[src/rtl/front_panel_loader.sv]
// PDP-8 front-panel responder: conditions buttons and the run switch,
// then issues CPU load/step strobes or deposit writes with auto-increment.
module front_panel_loader #(
  parameter int DEBOUNCE_CYCLES = 4,
  parameter int MEM_TIMEOUT     = 64
) (
  input  logic        clk,
  input  logic        btnCpuReset,
  input  logic [12:0] sw,
  input  logic        btnc,
  input  logic        btnu,
  input  logic        btnd,
  input  logic        btnl,
  input  logic        btnr,
  input  logic        cpu_idle,
  input  logic [11:0] pc_in,
  input  logic [11:0] ac_in,
  input  logic        mem_finished,
  output logic [11:0] address,
  output logic [11:0] write_data,
  output logic        write_enable,
  output logic        load_pc,
  output logic [11:0] pc_value,
  output logic        load_ac,
  output logic [11:0] ac_value,
  output logic        step_req,
  output logic        run,
  output logic        busy,
  output logic        mem_error,
  output logic [11:0] disp_value
);

  localparam int NB = 6;
  localparam int CW = $clog2(DEBOUNCE_CYCLES + 1);
  localparam int TW = $clog2(MEM_TIMEOUT + 1);

  typedef enum logic {
    FP_IDLE,
    FP_WRITE
  } fp_state_t;

  // bit order: 0 disp, 1 step, 2 deposit, 3 load pc, 4 load ac, 5 run
  logic [NB-1:0]         raw;
  logic [NB-1:0]         s1;
  logic [NB-1:0]         s2;
  logic [NB-1:0]         deb;
  logic [NB-1:0]         deb_q;
  logic [NB-1:0]         rise;
  logic [NB-1:0][CW-1:0] cnt;

  fp_state_t   state;
  fp_state_t   state_n;
  logic [11:0] ptr;
  logic [TW-1:0] tmo;
  logic        disp_sel;

  logic do_lpc;
  logic do_lac;
  logic do_step;
  logic do_dep;
  logic wr_done;
  logic wr_abort;

  assign raw  = {sw[12], btnr, btnl, btnd, btnu, btnc};
  assign rise = deb & ~deb_q;
  assign run  = deb[5] && (state == FP_IDLE);
  assign disp_value = disp_sel ? ac_in : pc_in;

  always_ff @(posedge clk) begin
    if (!btnCpuReset) begin
      s1    <= '0;
      s2    <= '0;
      deb   <= '0;
      deb_q <= '0;
      cnt   <= '0;
    end else begin
      s1    <= raw;
      s2    <= s1;
      deb_q <= deb;
      for (int i = 0; i < NB; i++) begin
        if (s2[i] != deb[i]) begin
          if (cnt[i] == CW'(DEBOUNCE_CYCLES - 1)) begin
            deb[i] <= s2[i];
            cnt[i] <= '0;
          end else begin
            cnt[i] <= cnt[i] + 1'b1;
          end
        end else begin
          cnt[i] <= '0;
        end
      end
    end
  end

  always_comb begin
    state_n  = state;
    do_lpc   = 1'b0;
    do_lac   = 1'b0;
    do_step  = 1'b0;
    do_dep   = 1'b0;
    wr_done  = 1'b0;
    wr_abort = 1'b0;
    unique case (state)
      FP_IDLE: begin
        if (!run) begin
          if (rise[3]) begin
            do_lpc = 1'b1;
          end else if (rise[2]) begin
            do_dep  = 1'b1;
            state_n = FP_WRITE;
          end else if (rise[4]) begin
            do_lac = 1'b1;
          end else if (rise[1] && cpu_idle) begin
            do_step = 1'b1;
          end
        end
      end
      FP_WRITE: begin
        if (mem_finished) begin
          wr_done = 1'b1;
          state_n = FP_IDLE;
        end else if (tmo == TW'(MEM_TIMEOUT - 1)) begin
          wr_abort = 1'b1;
          state_n  = FP_IDLE;
        end
      end
      default: state_n = FP_IDLE;
    endcase
  end

  always_ff @(posedge clk) begin
    if (!btnCpuReset) begin
      state        <= FP_IDLE;
      ptr          <= '0;
      tmo          <= '0;
      disp_sel     <= 1'b0;
      address      <= '0;
      write_data   <= '0;
      write_enable <= 1'b0;
      busy         <= 1'b0;
      mem_error    <= 1'b0;
      load_pc      <= 1'b0;
      pc_value     <= '0;
      load_ac      <= 1'b0;
      ac_value     <= '0;
      step_req     <= 1'b0;
    end else begin
      state    <= state_n;
      load_pc  <= do_lpc;
      load_ac  <= do_lac;
      step_req <= do_step;
      tmo      <= (state == FP_WRITE) ? tmo + 1'b1 : '0;
      if (rise[0] && state == FP_IDLE)
        disp_sel <= ~disp_sel;
      if (do_lpc) begin
        pc_value <= sw[11:0];
        ptr      <= sw[11:0];
      end
      if (do_lac)
        ac_value <= sw[11:0];
      if (do_dep) begin
        write_enable <= 1'b1;
        busy         <= 1'b1;
        address      <= ptr;
        write_data   <= sw[11:0];
      end
      if (wr_done) begin
        write_enable <= 1'b0;
        busy         <= 1'b0;
        ptr          <= ptr + 12'd1;
      end
      // an aborted write keeps the pointer so the next deposit retries it
      if (wr_abort) begin
        write_enable <= 1'b0;
        busy         <= 1'b0;
        mem_error    <= 1'b1;
      end
    end
  end

endmodule

[config.mk]
export PLATFORM = sky130hd
export DESIGN_NAME = front_panel_loader
export DESIGN_NICKNAME = d
export VERILOG_FILES = /design/src/rtl/front_panel_loader.sv
export SDC_FILE = /design/constraint.sdc
export NUM_CORES = 1
export LEC_CHECK = 0
export ABC_AREA = 1
export BUFFER_PORTS_ARGS = -buffer_cell sky130_fd_sc_hd__buf_4
export CAP_MARGIN = 20
export CORE_MARGIN = 1.5
export CORE_UTILIZATION = 50
export CTS_CLUSTER_DIAMETER = 80
export DETAILED_ROUTE_END_ITERATION = 12
export PLACE_DENSITY = 0.82
export SLEW_MARGIN = 20
export SYNTH_ARGS = -nofsm -noshare
export SYNTH_HDL_FRONTEND = slang
export SYNTH_SLANG_ARGS = --single-unit
[constraint.sdc]
create_clock -name clk -period 2.95 [get_ports clk]
set_clock_uncertainty 0.2 [all_clocks]
set_input_delay 0.59 -clock clk [delete_from_list [all_inputs] [get_ports clk]]
set_output_delay 0.59 -clock clk [all_outputs]
set_load 0.005 [all_outputs]
==> impl_metrics.json <==
{
  "cts.hold.buffers_added": 0,
  "synth-async-reset-ratio_pct": 0,
  "drt_iter0_markers": 317,
  "ys_seq_elements": 115,
  "hold_depth": 3,
  "io_buffers": 112,
  "layout_min_cycle_time_ns": 2.47,
  "pwr-share-comb_pct": 3.1,
  "ctsRootBufferMaster": "clkbuf_8",
  "globalplace.congestion": 0.895,
  "clkTransAtPathRegs_ns": 0.05,
  "setup_viol": 0,
  "syn_avg_cell_area_um2": 7.86,
  "r2r-end": "address[11]$_SDFFE_PN0P_",
  "power.net_switching_w": 0.000739,
  "core-area_um2": 8680,
  "track_usage_pct": 23.9,
  "outcome": "finished clean",
  "holdCritStartpoint": "btnr",
  "cp-start-kind": "register",
  "grt_overflow": 0,
  "r2r_start": "deb[2]$_SDFFE_PN0P_",
  "synth.distinct_cells": 27,
  "hold_ws_ns": 0.0631,
  "syn_nets": 626,
  "cpLargestDelayFamily": "flip-flops",
  "drv_slew": 0,
  "switching_share_pct": 19.6,
  "relSlewSlack_pct": 63.0,
  "startpoint": "disp_sel$_SDFFE_PN0P_",
  "maxCapViolCount": 0,
  "start_util_pct": 51.3,
  "clk_path_buf_depth": 2,
  "cp.arrival_ns": 1.68,
  "post_cts_buffers": 0,
  "pwr_density_cell_nw_per_um2": 636,
  "vias": 4151,
  "critPathMaxFanout": 14,
  "nFillCells": 675,
  "timing.fmax_mhz": 404,
  "drt_wl_total_mm": 11.2,
  "hold_class": "in2reg",
  "synth_ff_type": "dfxtp_1",
  "ctsResizeCount": 0,
  "worstSetupPathType": "reg2out",
  "clk_latency_ns": 0.51,
  "dieArea_um2": 9480,
  "grt_pass1_vias": 4002,
  "cpMaxStageDelayCell": "dfxtp_1",
  "cts_tree": "built",
  "diodes": 0,
  "drive_gt1_share_pct": 22.3,
  "synth_cells": 566,
  "pwr-share-seq_pct": 41.7,
  "ff_latch_area_um2": 2300,
  "critical_path.max_stage_delay_ns": 0.54,
  "final_nets": 739,
  "yosysWarnings": 0,
  "worst-r2r-setup-slack_ns": 1.02,
  "leakage_nw": 2.79,
  "drc": 0,
  "hold_viol_final": 0,
  "grt_max_degree": 64,
  "clock-sinks": 115,
  "rsz0062_at_grt": "no",
  "synth_edf_count": 0,
  "fin_setup_tns_ns": 0,
  "synth-seq-area-share_pct": 51.7,
  "dp_hpwl_mm": 7.65,
  "ir_drop_mv": 0.434,
  "firstDrtPassIters": 5,
  "grt_first_pass_wirelength_mm": 18.1,
  "ios": 113,
  "area_delta_synth_final_pct": 33.2,
  "die_h_um": 97.3,
  "endpoint_kind": "primary output",
  "antenna_found_initial": 0,
  "crit_cells": 4,
  "syn_area_um2": 4450,
  "via_per_inst": 5.19,
  "path_cells": "inv_1 -> nand2_1 -> nand2_1 -> buf_4",
  "holdPathEnd": "s1[4]$_SDFF_PN0_",
  "worst_ep_required_time_ns": 2.16,
  "cp_common_cell": "nand2_1",
  "wl_per_cell_um": 13.9,
  "pwr-share-clk_pct": 55.3,
  "worst-path-buf-inv": 2,
  "ant_nets": 0,
  "numCtsBuffers": 17,
  "min_period_over_period_pct": 83.9,
  "rows": 34,
  "ff2ff_path_depth": 6,
  "multi_input_comb_area_um2": 1750,
  "cts_max_level": 4,
  "p_int_w": 0.00303,
  "die_w_um": 97.3,
  "final_cell_mix": "dfxtp_1 (115), buf_4 (115), nand2_1 (113)",
  "worst_slew_pin_slew_ns": 0.555
}
cells by family after synthesis:
kind of cell,count (synthesis),share of synthesized area (%)
flops,115,51.7
compound gates,121,14.2
fa+ha+maj,14,3.94
xor+xnor,2,0.394
simple gates,221,20.8
buf+inv,93,8.94
per-stage QoR:
stage / cells / setup WS (ns) / total power [W] / area [um^2] / util (%)
final: 800 / 0.476 / 0.00377 / 5930 / 68.3
after global routing: 800 / 0.326 / 0.00388 / 5930 / 68.3
after global placement: 768 / 1.06 / 0.00171 / 5320 / 61.3
after CTS: 800 / 0.476 / 0.00378 / 5930 / 68.3
after detailed placement: 768 / 0.996 / 0.00172 / 5320 / 61.3
after floorplan: 566 / 1.34 / 0.00164 / 4450 / -
flip-flops by register name (all words and copies together) (netlist names), 5 cells and up:
signal and count:
ac_value 12, address 12, cnt 18, deb 6
deb_q 5, pc_value 12, ptr 12, s1 6
s2 6, tmo 7, write_data 12
cell usage after synthesis (4+ instances only):
cell      instances  area share, %
dfxtp_1         115             52
nand2_1         113            9.5
nor2_1           77            6.5
inv_1            69            5.8
a21oi_1          56            6.3
o21ai_0          53            6.0
ha_1             14            3.9
nand3_1          12            1.3
clkbuf_1          7           0.59
o211ai_1          7            1.2
buf_2             6           0.67
a31oi_1           4           0.56
buf_6             4            1.0
nand4_1           4           0.56
per-layer routing:
| layer | track usage [%] | wire length [um] |
|---|---|---|
| met1 | 27.1 | 4420 |
| met2 | 42.3 | 5870 |
| met3 | 6.83 | 600 |
| met4 | 9.45 | 259 |
| met5 | 0 | 0 |
how the worst max path moves through the flow:
stage / slack [ns] / to
CTS: 0.48 / disp_value[7]
finish: 0.48 / disp_value[7]
detailed placement: 1.0 / tmo[2]$_SDFF_PN0_
global placement: 1.06 / disp_value[7]
floorplan: 1.34 / load_ac$_SDFF_PN0_
global route: 0.33 / disp_value[10]
worst register-to-register path: stages (launching register included):
cell,delay [ns]
dfxtp_1,0.38
inv_2,0.05
or2_4,0.24
nor2_4,0.40
buf_4,0.30
o21ai_0,0.12
a21oi_1,0.17
power groups by stage:
stage / combinational [W] / sequential [W] / clock [W]
6_report: 0.000116 / 0.00157 / 0.00208
5_1_grt: 0.000127 / 0.00157 / 0.00218
2_1_floorplan: 0.0000414 / 0.00160 / 0
4_1_cts: 0.000116 / 0.00157 / 0.00209
3_3_place_gp: 0.000113 / 0.00160 / 0
3_5_place_dp: 0.000116 / 0.00160 / 0
cell type report:
| cell class | count | area share (%) |
|---|---|---|
| clock inverters | 11 | 2.66 |
| multi-input cells | 358 | 29.5 |
| well taps | 108 | 2.28 |
| inverters | 72 | 4.56 |
| repair buffers | 115 | 14.6 |
| flip-flops and latches | 115 | 38.8 |
| clock buffers | 21 | 7.58 |
Note: power is estimated with default switching activity, not from simulation.
